## config.mk

```make
export PLATFORM = sky130hd
export DESIGN_NAME = regfile_wb_arbiter
export DESIGN_NICKNAME = d
export VERILOG_FILES = /design/src/rtl/regfile_wb_arbiter.sv
export SDC_FILE = /design/constraint.sdc
export NUM_CORES = 1
export LEC_CHECK = 0
export ABC_CLOCK_PERIOD_IN_PS = 2000
export BUFFER_PORTS_ARGS = -buffer_cell sky130_fd_sc_hd__buf_4
export CAP_MARGIN = 10
export CORE_MARGIN = 4
export CORE_UTILIZATION = 44
export CTS_CLUSTER_DIAMETER = 50
export DETAILED_ROUTE_END_ITERATION = 16
export PLACE_DENSITY = 0.73
export SLEW_MARGIN = 15
export SYNTH_ARGS = -nofsm -noshare
export SYNTH_HDL_FRONTEND = slang
export SYNTH_SLANG_ARGS = --single-unit
```

## constraint.sdc

```tcl
create_clock -name clk -period 2 [get_ports clk]
set_clock_uncertainty 0.05 [all_clocks]
set_input_delay 0.1 -clock clk [delete_from_list [all_inputs] [get_ports clk]]
set_output_delay 0.1 -clock clk [all_outputs]
set_load 0.01 [all_outputs]
```

## src/rtl/regfile_wb_arbiter.sv

```systemverilog
// Writeback arbiter for a single register-file write port.
// Port A is the in-order pipeline and normally has priority. Port B is a
// long-latency unit that gets a forced grant once it has waited long enough.
// A busy scoreboard tracks destinations with an outstanding port B write so
// decode can stall on hazards and issue can refuse a second writer.
module regfile_wb_arbiter #(
   parameter int WIDTH        = 32,
   parameter int STARVE_LIMIT = 4
) (
   input  logic             clk,
   input  logic             rst_n,

   input  logic             a_valid,
   input  logic [4:0]       a_rd,
   input  logic [WIDTH-1:0] a_data,
   output logic             a_ready,

   input  logic             b_valid,
   input  logic [4:0]       b_rd,
   input  logic [WIDTH-1:0] b_data,
   output logic             b_ready,

   input  logic             iss_valid,
   input  logic [4:0]       iss_rd,
   output logic             iss_ready,

   input  logic [4:0]       rs1_addr,
   input  logic [4:0]       rs2_addr,
   output logic             rs1_busy,
   output logic             rs2_busy,

   output logic             rf_we,
   output logic [4:0]       rf_rd,
   output logic [WIDTH-1:0] rf_wdata
);

   localparam logic [3:0] LIMIT = 4'(STARVE_LIMIT);

   logic [3:0]  wait_cnt;
   logic [3:0]  wait_nxt;
   logic        force_b;
   logic        force_nxt;
   logic        a_hs;
   logic        b_hs;
   logic        iss_hs;
   logic [31:1] busy_q;
   logic [31:1] busy_nxt;
   logic [31:0] busy_vec;

   // Register 0 can never be busy, so its bit is a hard zero.
   assign busy_vec = {busy_q, 1'b0};

   // Grant decode. Readies are suppressed while reset is asserted so no
   // handshake can be seen by either producer during reset.
   always_comb begin
      a_ready   = rst_n & a_valid & ~force_b;
      b_ready   = rst_n & b_valid & (~a_valid | force_b);
      a_hs      = a_ready;
      b_hs      = b_ready;
      iss_ready = ~((iss_rd != 5'd0) & busy_vec[iss_rd]);
      iss_hs    = iss_valid & iss_ready & (iss_rd != 5'd0);
      rs1_busy  = busy_vec[rs1_addr];
      rs2_busy  = busy_vec[rs2_addr];
   end

   // Starvation timer: counts refused port B cycles up to the limit. force_b
   // is registered alongside it so the grant decode sees no counter compare.
   always_comb begin
      wait_nxt = 4'd0;
      if (b_valid && !b_ready) begin
         if (wait_cnt >= LIMIT)
            wait_nxt = LIMIT;
         else
            wait_nxt = wait_cnt + 4'd1;
      end
      force_nxt = (wait_nxt == LIMIT);
   end

   // Starvation timer and force flag state.
   always_ff @(posedge clk or negedge rst_n) begin
      if (!rst_n) begin
         wait_cnt <= 4'd0;
         force_b  <= 1'b0;
      end else begin
         wait_cnt <= wait_nxt;
         force_b  <= force_nxt;
      end
   end

   // Scoreboard update. The set is applied after the clear so a same-cycle
   // issue to a register that port B is retiring leaves it busy for the new
   // owner.
   always_comb begin
      busy_nxt = busy_q;
      for (int i = 1; i < 32; i++) begin
         if (b_hs && (b_rd == 5'(i)))
            busy_nxt[i] = 1'b0;
         if (iss_hs && (iss_rd == 5'(i)))
            busy_nxt[i] = 1'b1;
      end
   end

   // Scoreboard state.
   always_ff @(posedge clk or negedge rst_n) begin
      if (!rst_n)
         busy_q <= '0;
      else
         busy_q <= busy_nxt;
   end

   // Registered write port: one cycle after a handshake the winner's
   // destination and data are presented. Writes to x0 are handshaken but not
   // enabled. Address and data hold when nothing completes.
   always_ff @(posedge clk or negedge rst_n) begin
      if (!rst_n) begin
         rf_we    <= 1'b0;
         rf_rd    <= 5'd0;
         rf_wdata <= '0;
      end else if (a_hs) begin
         rf_we    <= (a_rd != 5'd0);
         rf_rd    <= a_rd;
         rf_wdata <= a_data;
      end else if (b_hs) begin
         rf_we    <= (b_rd != 5'd0);
         rf_rd    <= b_rd;
         rf_wdata <= b_data;
      end else begin
         rf_we    <= 1'b0;
      end
   end

endmodule

```

==> out/results.ini, run 1 <==
[synthesis]
synth.distinct_cells=35
synth_seq_cells=74
synth.avg_cell_area_um2=10.2
syn_area_um2=4210
synthesis.nets=509
syn-instance-count=414
seq_area_frac_synth=0.440
synth_warnings=0

[floorplan]
start_util=0.454
die_y_um=106
num_rows=35
die-area_um2=11200
core_area_um2=9280
pin_count=137
dieWidth_um=106

[placed_design]
gp_congestion=0.951
place_area_um2=5340
place_hpwl_mm=9.13
port_buffers=136
dp.cells=654

[route]
dr.pass1.iters=5
drt_wl_total_mm=14.9
ant_nets=0
drtIter0Drc=211
via_per_inst=5.71
wire_per_inst_um=20.1
drc=0
vias=4225

[sta]
maxSlewHeadroom=0.531
slew_viol_final=0
period_minus_slack_ns=2.27
post-route-period-util=1.14
setup_viol=3
worst_slew_pin_slew_ns=0.701
timing.final.ws_setup_ns=-0.273
rsz0062_at_grt=true
timing.fmax_mhz=440
hold_viol_final=0

[worst_hold_path]
hold_path_depth=3
worstHoldPathType=in -> reg
min_from=b_data[31]
min_to=rf_wdata[31]

[cells_and_area]
syn_to_final_growth_pct=50.2
nets=702
drive_gt1_frac=0.326
nFillCells=689
layout.cells.non_filler=740
final_util=0.682
final_area_um2=6330
n_antenna_cell=0

[clock_tree]
clk_pin_slew_ns=0.07
cts_buffers=9
cts_root_buffer=clkbuf_8
cts_tree=done
clock_path_buffers=2
clkSinkCount=74
clk_latency_ns=0.35
ctsHtreeMaxLevel=3

[critical_path]
worstPathCellList=mux4_2 > mux4_2 > mux2_4 > buf_6
crit_top_cell=mux4_2
r2r-end=busy_q[22]
critPathLaunchType=flip-flop
critPathMaxStageDelay_ns=0.49
r2r-start=busy_q[22]
critPathTopFamily=multiplexers
cp_max_fo=4
required_ns=1.85
ff2ff_setup_slack_ns=0.17
rr_worst_depth=6
endpoint_kind=output port
cpMaxStageDelayCell=mux4_2
arrival_ns=2.12
path_buf_inv=1
critPathKind=reg -> out

[global_route]
grt_max_degree=40
globalRoute.totalOverflow=0
grt_usage=0.269
grt_pass1_vias=4475
grtUsageMet2=0.444
busiest_layer=met2
grtUsageMet3=0.0833
antenna_found_initial=0
grt_first_pass_wirelength_mm=23.5
use_met1=0.331

[power]
p_leak_uw=0.00297
powerDensity_nw_per_um2=795
comb_power_share=0.314
ir_drop_mv=0.498
p_int_uw=3520
seqPwrFrac=0.404
power.switching_uw=1500
p_sw_frac=0.299
clkPwrFrac=0.281

[outcome]
status=complete, but fails checks
violations=setup timing

[job]
cap_violations=0

Yosys cell counts:
| cell | instances | area (µm²) |
|---|---|---|
| nor3b_1 | 1 | 7.51 |
| nor4b_1 | 1 | 8.76 |
| mux2i_1 | 53 | 531 |
| a21oi_1 | 4 | 20.0 |
| clkbuf_1 | 17 | 63.8 |
| or4_1 | 1 | 7.51 |
| nand4b_1 | 1 | 8.76 |
| conb_1 | 1 | 3.75 |
| nor2_1 | 11 | 41.3 |
| and4b_1 | 1 | 10.0 |
| nor3_1 | 3 | 15.0 |
| a22oi_4 | 1 | 21.3 |
| o21ai_0 | 69 | 345 |
| inv_1 | 3 | 11.3 |
| nand2_1 | 74 | 278 |
| dfrtp_1 | 74 | 1850 |
| nand2b_1 | 9 | 56.3 |
| nand4_1 | 1 | 6.26 |
| buf_6 | 1 | 11.3 |
| mux4_2 | 20 | 450 |
| nor2b_1 | 3 | 18.8 |
| buf_1 | 9 | 33.8 |
| buf_2 | 5 | 25.0 |
| ha_1 | 1 | 12.5 |
| and4_1 | 1 | 8.76 |
| buf_4 | 2 | 15.0 |
| o22ai_1 | 3 | 18.8 |
| or2_2 | 3 | 18.8 |
| mux2_2 | 2 | 22.5 |
| nand3_1 | 3 | 15.0 |
| o311a_1 | 1 | 10.0 |
| and2_1 | 2 | 12.5 |
| a311o_1 | 1 | 10.0 |
| o32a_1 | 1 | 10.0 |
| o31ai_1 | 31 | 233 |
kinds of logic after synthesis:
family,count (synthesis),synth area share
other,1,0.000890
DFF,74,0.440
muxes,75,0.238
AOI/OAI and AO/OA,111,0.159
buffers and inverters,37,0.0380
adders and majority gates,1,0.00297
and+or+nand+nor,115,0.122
stage by stage:
stage          TNS (ns)  power (µW)  hold slack, ns  setup WS, ns
2_1_floorplan         0        2740          -0.246         0.261
3_3_place_gp          0        3360           0.191        0.0941
3_5_place_dp          0        3410           0.198        0.0609
4_1_cts          -0.588        4980        0.000571        -0.283
5_1_grt          -0.736        5270        0.000408        -0.319
6_report         -0.577        5030         0.00511        -0.273
what timing repair did:
action                                  CTS  global route
hold endpoints to repair                113             0
gates resized for setup                   5             1
hold buffers                             60             0
pin swaps                                 0             0
gates cloned                              1             1
setup buffers                             4             5
endpoints found under the setup margin    4             4
cell usage in the layout (no fill, tap or decap), types with 3 or more instances in the layout:
cell,count
buf_4,150
nand2_1,74
dfrtp_1,74
o21ai_0,68
dlygate4sd3_1,60
mux2i_1,53
o31ai_1,31
mux4_2,20
nor2_1,11
clkbuf_8,10
nand2b_1,9
a21oi_1,4
or2_2,3
nor2b_1,3
o22ai_1,3
nor3_1,3
bufinv_16,3
sequential cells by signal (all words and copies together), names as in the netlist:
| signal | cells |
|---|---|
| rf_wdata | 32 |
| rf_rd | 5 |
| wait_cnt | 4 |
| force_b | 1 |
| busy_q | 31 |
| rf_we | 1 |
worst max path at each step:
| stage | start | endpoint | depth (start not counted) |
|---|---|---|---|
| 2_1_floorplan | rs1_addr[0] | rs1_busy | 4 |
| 3_3_place_gp | busy_q[31] | rs1_busy | 4 |
| 3_5_place_dp | busy_q[23] | rs2_busy | 4 |
| 4_1_cts | busy_q[22] | rs2_busy | 4 |
| 5_1_grt | busy_q[18] | rs2_busy | 4 |
| 6_report | busy_q[22] | rs2_busy | 4 |
tightest hold or removal path: stages:
cell	delay, ns
buf_4	0.07
mux2i_1	0.05
o21ai_0	0.13
routing by layer:
| metal | up-vias | share of wire |
|---|---|---|
| met5 | - | 0 |
| met2 | 261 | 0.49 |
| met4 | 0 | 0.034 |
| li1 | 1889 | - |
| met3 | 47 | 0.10 |
| met1 | 2028 | 0.37 |
area by class of cell:
cell class,count,area (µm²),share of cell area
Multi-Input combinational cell,303,2210,0.350
Sequential cell,74,1850,0.293
Timing Repair Buffer,216,1850,0.292
Tap cell,129,161,0.0255
Clock buffer,10,138,0.0217
Clock inverter,5,103,0.0162
Inverter,3,15.0,0.00237
power by group through the flow:
stage / sequential, µW / clock, µW / combinational [µW]
after floorplan: 2050 / 0 / 696
after global placement: 2020 / 0 / 1340
after detailed placement: 2050 / 0 / 1360
after CTS: 2020 / 1440 / 1520
after global routing: 2070 / 1500 / 1710
final: 2030 / 1420 / 1580
Note: power is estimated with default switching activity, not from simulation.
==> run 2: changes to the inputs <==
--- a/config.mk
+++ b/config.mk
@@ -5,6 +5,7 @@
 export SDC_FILE = /design/constraint.sdc
 export NUM_CORES = 1
 export LEC_CHECK = 0
+export ABC_AREA = 1
 export ABC_CLOCK_PERIOD_IN_PS = 2000
 export BUFFER_PORTS_ARGS = -buffer_cell sky130_fd_sc_hd__buf_4
 export CAP_MARGIN = 10
@@ -12,7 +13,7 @@
 export CORE_UTILIZATION = 44
 export CTS_CLUSTER_DIAMETER = 50
 export DETAILED_ROUTE_END_ITERATION = 16
-export PLACE_DENSITY = 0.73
+export PLACE_DENSITY = 0.72
 export SLEW_MARGIN = 15
 export SYNTH_ARGS = -nofsm -noshare
 export SYNTH_HDL_FRONTEND = slang
==> run 2 against run 1 <==
  * The run now ends clean
  * Wire length rose by 18%
  * Hold slack improved by 0.0070 ns
  * Synthesized cell count rose by 65%
  * Clock power fell by 18%
  * Synthesized area rose by 8.4%
  * Global-route usage rose by 2.5 points
  * Critical endpoint is now iss_ready
  * Largest cell class unchanged
==> out/results.ini, run 2 <==
[sta]
setup_tns_ns=0  ; was -0.577 ns
post-route-period-util=0.962  ; was 1.14
worst_slew_pin_slew_ns=0.594  ; was 0.701 ns
timing.fmax_mhz=520  ; was 440 MHz
slew_viol_final=0  ; unchanged
period_minus_slack_ns=1.92  ; was 2.27 ns
hold_viol_final=0  ; unchanged
rsz0062_at_grt=false  ; was true
setup_viol=0  ; was 3
maxSlewHeadroom=0.604  ; was 0.531

[cells_and_area]
final_area_um2=6650  ; was 6330 µm²
final_util=0.668  ; was 0.682
drive_gt1_frac=0.208  ; was 0.326
syn_to_final_growth_pct=45.6  ; was 50.2%
layout.cells.non_filler=1019  ; was 740
mostFrequentLayoutCell=nand2_1  ; was buf_4
final_cell_mix=nand2_1, buf_4, nor2_1  ; was buf_4, nand2_1, dfrtp_1
largest_reg_flops=32  ; unchanged
nets=975  ; was 702
top_register=rf_wdata  ; unchanged
reg_top3=rf_wdata x32, busy_q x31, rf_rd x5  ; unchanged

[clock_tree]
cts_buffers=9  ; unchanged
ctsHtreeMaxLevel=3  ; unchanged
clk_latency_ns=0.34  ; was 0.35 ns
clk_pin_slew_ns=0.08  ; was 0.07 ns
cts_tree=done  ; unchanged
clkSinkCount=74  ; unchanged
cts_root_buffer=clkbuf_8  ; unchanged
postCtsSetupRepairBufs=0  ; was 4
clock_path_buffers=2  ; unchanged

[critical_path]
endpoint_kind=output port  ; unchanged
path_depth=11  ; was 4
critPathTopFamily=simple AND/OR/NAND/NOR gates  ; was multiplexers
cpMaxStageDelayCell=dfrtp_1  ; was mux4_2
critPathLaunchType=flip-flop  ; unchanged
critPathKind=reg -> out  ; unchanged
critPathMaxStageDelay_ns=0.49  ; about the same
worstPathCellList=nand2_1 > nand2_1 > nand2_1 > nand2_1 > nand2_1 > nand2_1 > nor2_1 > nand2_1 > nand2_2 > buf_12 > buf_4  ; was mux4_2 > mux4_2 > mux2_4 > buf_6
rr_worst_depth=7  ; was 6
arrival_ns=1.77  ; was 2.12 ns
cp_max_fo=16  ; was 4
required_ns=1.85  ; about the same
crit_top_cell=nand2_1  ; was mux4_2
path_buf_inv=2  ; was 1

[worst_hold_path]
worstHoldPathType=in -> reg  ; unchanged
hold_path_depth=3  ; unchanged

[global_route]
grt_first_pass_wirelength_mm=27.8  ; was 23.5 mm
grt_pass1_vias=5541  ; was 4475
grt_max_degree=54  ; was 40
globalRoute.totalOverflow=0  ; unchanged
antenna_found_initial=0  ; unchanged
grt_usage=0.295  ; was 0.269
busiest_layer=met2  ; unchanged
grtUsageMet3=0.0716  ; was 0.0833
grtUsageMet2=0.492  ; was 0.444
use_met1=0.366  ; was 0.331

[floorplan]
die_y_um=110  ; was 106 µm
pin_count=137  ; unchanged
dieWidth_um=110  ; was 106 µm
start_util=0.459  ; was 0.454
core_area_um2=9950  ; was 9280 µm²
die-area_um2=12100  ; was 11200 µm²
num_rows=36  ; was 35

[placed_design]
place_area_um2=5710  ; was 5340 µm²
dp.cells=930  ; was 654
port_buffers=136  ; unchanged
place_hpwl_mm=11.9  ; was 9.13 mm
gp_congestion=0.972  ; was 0.951

[synthesis]
synth_common_cells=nand2_1, nor2_1, dfrtp_1, nand3_1, o21ai_0  ; was dfrtp_1, nand2_1, o21ai_0, mux2i_1, o31ai_1
syn-instance-count=684  ; was 414
synth.distinct_cells=26  ; was 35
synth.top_cell.area_share=0.406  ; was 0.440
synthArstFlopShare=1.00  ; unchanged
synthesis.nets=779  ; was 509
synth_warnings=0  ; unchanged
synth.avg_cell_area_um2=6.67  ; was 10.2 µm²
yosys-top-cells-area=dfrtp_1, nand2_1, nor2_1  ; was dfrtp_1, mux2i_1, mux4_2
yosysMostFrequentCell=nand2_1
synth_edf_count=0  ; unchanged
seq_area_frac_synth=0.406  ; was 0.440
yosys.area.top_type=dfrtp_1  ; unchanged
synth_seq_cells=74  ; unchanged
ys.flop_type=dfrtp_1  ; unchanged
syn_area_um2=4570  ; was 4210 µm²

[route]
dr.pass1.iters=5  ; unchanged
drt_wl_total_mm=17.6  ; was 14.9 mm
via_per_inst=5.40  ; was 5.71
drtIter0Drc=741  ; was 211
drc=0  ; unchanged
ant_nets=0  ; unchanged
vias=5498  ; was 4225
wire_per_inst_um=17.3  ; was 20.1 µm

[power]
p_leak_uw=0.00325  ; was 0.00297 µW
power_uw=4970  ; was 5030 µW
ir_drop_mv=0.548  ; was 0.498 mV
powerDensity_nw_per_um2=747  ; was 795 nW/µm²

[outcome]
status=complete, no violations  ; was complete, but fails checks

[job]
cap_violations=0  ; unchanged

[run 2: worst reg2reg max path: cells and delay by family, from the launching register on]
family                 cells  cell delay [ns]
flip-flops                 1             0.36
AND/OR/NAND/NOR            3             0.33
buffers and inverters      3             0.57
AO/OA/AOI/OAI              1             0.22
[run 2: layout make-up]
type	instances	area, µm²
multi-input combinational	527	2350
antenna	2	5.00
tap	133	166
clock buffer	9	124
inverter	45	169
sequential	74	1850
clock inverter	6	67.6
timing repair buffer	223	1910
fill	814	3310
[run 2: power breakdown]
part | internal [µW] | switching [µW] | total, µW
sequential | 1810 | 364 | 2170
combinational | 766 | 867 | 1630
clock | 574 | 589 | 1160
total | 3150 | 1820 | 4970
[run 2: cell families (layout without fill, tap and decap cells)]
family	after synthesis	after routing	synth area share
adders and majority gates	1	1	0.00274
and+or+nand+nor	420	420	0.381
DFF	74	74	0.406
buffers and inverters	83	283	0.0792
AOI/OAI and AO/OA	105	105	0.131
other	1	3	0.000821
[run 2: per-layer routing]
layer	share of wire	up-vias
met4	0.043	0
met3	0.086	62
met1	0.38	2544
li1	-	2611
met5	0	-
met2	0.49	281
[run 2: path summary, 6_finish.rpt]
kind                              from      endpoint  slack [ns]
max                         busy_q[18]     iss_ready        0.08
min in group asynchronous        rst_n  rf_wdata[15]        0.28
min                            b_rd[3]      rf_rd[3]        0.01
min reg2reg                wait_cnt[0]   wait_cnt[0]        0.43
max in group asynchronous        rst_n     busy_q[3]        1.09
max reg2reg                    force_b  rf_wdata[19]        0.36
[run 2: timing repair]
| action | 4_1_cts | 5_1_grt |
|---|---|---|
| endpoints found under the setup margin | 0 | 1 |
| endpoints found under the hold margin | 111 | 0 |
| hold buffers | 71 | 0 |
| resized for setup | 0 | 1 |
[run 2: per-stage QoR]
step | setup WS [ns] | hold slack [ns]
finish | 0.0756 | 0.0122
floorplan | 0.614 | -0.246
global route | 0.0151 | 0.0154
detailed placement | 0.344 | 0.118
global placement | 0.331 | 0.113
CTS | 0.0605 | 0.00000477
==> run 3: changes to the inputs <==
--- a/config.mk
+++ b/config.mk
@@ -10,10 +10,10 @@
 export BUFFER_PORTS_ARGS = -buffer_cell sky130_fd_sc_hd__buf_4
 export CAP_MARGIN = 10
 export CORE_MARGIN = 4
-export CORE_UTILIZATION = 44
+export CORE_UTILIZATION = 48
 export CTS_CLUSTER_DIAMETER = 50
 export DETAILED_ROUTE_END_ITERATION = 16
-export PLACE_DENSITY = 0.72
+export PLACE_DENSITY = 0.75
 export SLEW_MARGIN = 15
 export SYNTH_ARGS = -nofsm -noshare
 export SYNTH_HDL_FRONTEND = slang
==> run 3 against run 2 <==
  * Largest power group unchanged
  * Critical path depth decreased by 4
  * Sequential share of layout area fell by 0.26 points
  * Sequential power about the same
  * Count of clock-buffer cells in the layout rose by 2
  * Global-route usage up 0.72 points
  * Critical endpoint is now rf_wdata[13]
  * Combinational power rose by 2%
  * Power increased by 4.0%
  * Non-clock buffer count is 1 higher
  * First-iteration DRC count fell by 27%
  * Cell count fell by 0.20%
==> out/results.ini, run 3 (synthesis results as in run 2) <==
[outcome]
status=complete, no violations  ; unchanged

[critical_path]
worstPathCellList=dlygate4sd3_1 > buf_4 > nand3_2 > buf_6 > nand2_1 > a31oi_1 > dlygate4sd3_1  ; was nand2_1 > nand2_1 > nand2_1 > nand2_1 > nand2_1 > nand2_1 > nor2_1 > nand2_1 > nand2_2 > buf_12 > buf_4
critPathMaxStageDelay_ns=0.57  ; was 0.49 ns
arrival_ns=2.18  ; was 1.77 ns
endpoint_kind=flip-flop  ; was output port
cpMaxStageDelayCell=dlygate4sd3_1  ; was dfrtp_1
required_ns=2.26  ; was 1.85 ns
cp_max_fo=28  ; was 16
crit_top_cell=dlygate4sd3_1  ; was nand2_1
critPathKind=in -> reg  ; was reg -> out
critPathLaunchType=input pin  ; was flip-flop
critPathTopFamily=buffers and inverters  ; was simple AND/OR/NAND/NOR gates
path_buf_inv=4  ; was 2

[global_route]
grt_pass1_vias=5464  ; was 5541
grt_usage=0.302  ; was 0.295
grt_first_pass_wirelength_mm=26.9  ; was 27.8 mm
globalRoute.totalOverflow=0  ; unchanged
grt_max_degree=57  ; was 54
antenna_found_initial=1  ; was 0

[cells_and_area]
reg_top3=rf_wdata x32, busy_q x31, rf_rd x5  ; unchanged
largest_reg_flops=32  ; unchanged
nets=977  ; was 975
final_cell_mix=nand2_1, buf_4, nor2_1  ; unchanged
mostFrequentLayoutCell=nand2_1  ; unchanged
top_register=rf_wdata  ; unchanged
drive_gt1_frac=0.216  ; was 0.208
nFillCells=709  ; was 814
syn_to_final_growth_pct=47.0  ; was 45.6%
final_area_um2=6710  ; was 6650 µm²

[floorplan]
num_rows=35  ; was 36
dieWidth_um=106  ; was 110 µm
die_y_um=106  ; was 110 µm
pin_count=137  ; unchanged
core_area_um2=9240  ; was 9950 µm²
start_util=0.494  ; was 0.459
die-area_um2=11100  ; was 12100 µm²

[clock_tree]
clk_latency_ns=0.36  ; was 0.34 ns
clk_pin_slew_ns=0.10  ; was 0.08 ns
cts_root_buffer=clkbuf_8  ; unchanged
clkSinkCount=74  ; unchanged
cts_tree=done  ; unchanged
ctsHtreeMaxLevel=3  ; unchanged
cts_buffers=9  ; unchanged
clock_path_buffers=2  ; unchanged

[worst_hold_path]
worstHoldPathType=in -> reg  ; unchanged

[sta]
hold_viol_final=0  ; unchanged
slew_viol_final=0  ; unchanged
period_minus_slack_ns=1.92  ; about the same
rsz0062_at_grt=true  ; was false
worst_slew_pin_slew_ns=0.653  ; was 0.594 ns
timing.fmax_mhz=521  ; was 520 MHz
post-route-period-util=0.959  ; was 0.962
setup_viol=0  ; unchanged
timing.final.ws_setup_ns=0.0811  ; was 0.0756 ns
maxSlewHeadroom=0.564  ; was 0.604
hold_slack_ns=0.000603  ; was 0.0122 ns

[placed_design]
port_buffers=136  ; unchanged
dpl_worst_slack_ns=0.213  ; was 0.344 ns
place_area_um2=5700  ; was 5710 µm²
gp_congestion=0.922  ; was 0.972
place_hpwl_mm=11.2  ; was 11.9 mm

[power]
ir_drop_mv=0.586  ; was 0.548 mV
p_leak_uw=0.00327  ; was 0.00325 µW
powerDensity_nw_per_um2=769  ; was 747 nW/µm²

[job]
cap_violations=0  ; unchanged

[route]
drc=0  ; unchanged
drt_wl_total_mm=17.5  ; was 17.6 mm
ant_nets=0  ; unchanged
via_per_inst=5.57  ; was 5.40
drtIter0Drc=538  ; was 741
wire_per_inst_um=17.2  ; was 17.3 µm
dr.pass1.iters=5  ; unchanged
vias=5660  ; was 5498

[run 3: changes by cell type in the layout (fill, tap and decap cells not counted), sizes merged]
cell / delta
clkbuf: +2
inv: -1
buf: +2
clkinvlp: +1
bufinv: +1
diode: -1
clkinv: -1
dlygate4sd3: -1
[run 3: cell type report]
cell class / count / area (µm²) / area share
Inverter: 45 / 173 / 0.0257
Antenna cell: 1 / 2.50 / 0.000373
Multi-Input combinational cell: 527 / 2370 / 0.353
Sequential cell: 74 / 1850 / 0.276
Timing Repair Buffer: 224 / 1920 / 0.285
Clock inverter: 5 / 85.1 / 0.0127
Timing Repair inverter: 1 / 7.51 / 0.00112
Clock buffer: 11 / 141 / 0.0211
Tap cell: 129 / 161 / 0.0240
[run 3: per-stage QoR]
| stage | TNS, ns | util | power, µW | instances |
|---|---|---|---|---|
| 4_1_cts | 0 | 0.717 | 5040 | 1012 |
| 5_1_grt | -0.00239 | 0.726 | 5420 | 1017 |
| 3_3_place_gp | 0 | 0.616 | 3540 | 926 |
| 3_5_place_dp | 0 | 0.616 | 3570 | 926 |
| 2_1_floorplan | 0 | - | 2820 | 684 |
| 6_report | 0 | 0.726 | 5160 | 1017 |
[run 3: path summary, 6_finish.rpt]
kind	startpoint	slack, ns	cells past startpoint	to
worst max-delay path	rst_n	0.08	7	rf_wdata[13]
worst min-delay path	a_data[22]	0.0006	3	rf_wdata[22]
worst max register to register	force_b	0.14	6	rf_wdata[13]
worst min register to register	wait_cnt[0]	0.41	1	wait_cnt[0]
max in group asynchronous	rst_n	1.03	3	busy_q[18]
min in group asynchronous	rst_n	0.24	3	rf_wdata[31]
[run 3: what timing repair did]
| item | in CTS | in global routing |
|---|---|---|
| hold buffers | 70 | 0 |
| buffers inserted | 0 | 2 |
| endpoints found under the hold margin | 109 | 0 |
| setup endpoints to repair | 1 | 9 |
| gates resized for setup | 1 | 11 |
| cloned | 0 | 2 |
[run 3: power breakdown]
group,switching [µW],internal (µW),total [µW]
logic,874,791,1670
clock network,607,744,1350
registers,342,1810,2150
total,1820,3340,5160
[run 3: worst register-to-register path, cell delays in order, from the launching register on]
cell           delay (ns)
dfrtp_1              0.36
inv_1                0.08
nand3_2              0.21
nand2_4              0.27
nor2_1               0.10
a31oi_1              0.18
dlygate4sd3_1        0.57
[run 3: metal layers]
layer / part of all wire / global-route usage / up-vias
li1: - / - / 2619
met5: 0 / 0 / -
met3: 0.075 / 0.0631 / 95
met2: 0.49 / 0.486 / 309
met4: 0.055 / 0.171 / 0
met1: 0.38 / 0.378 / 2637
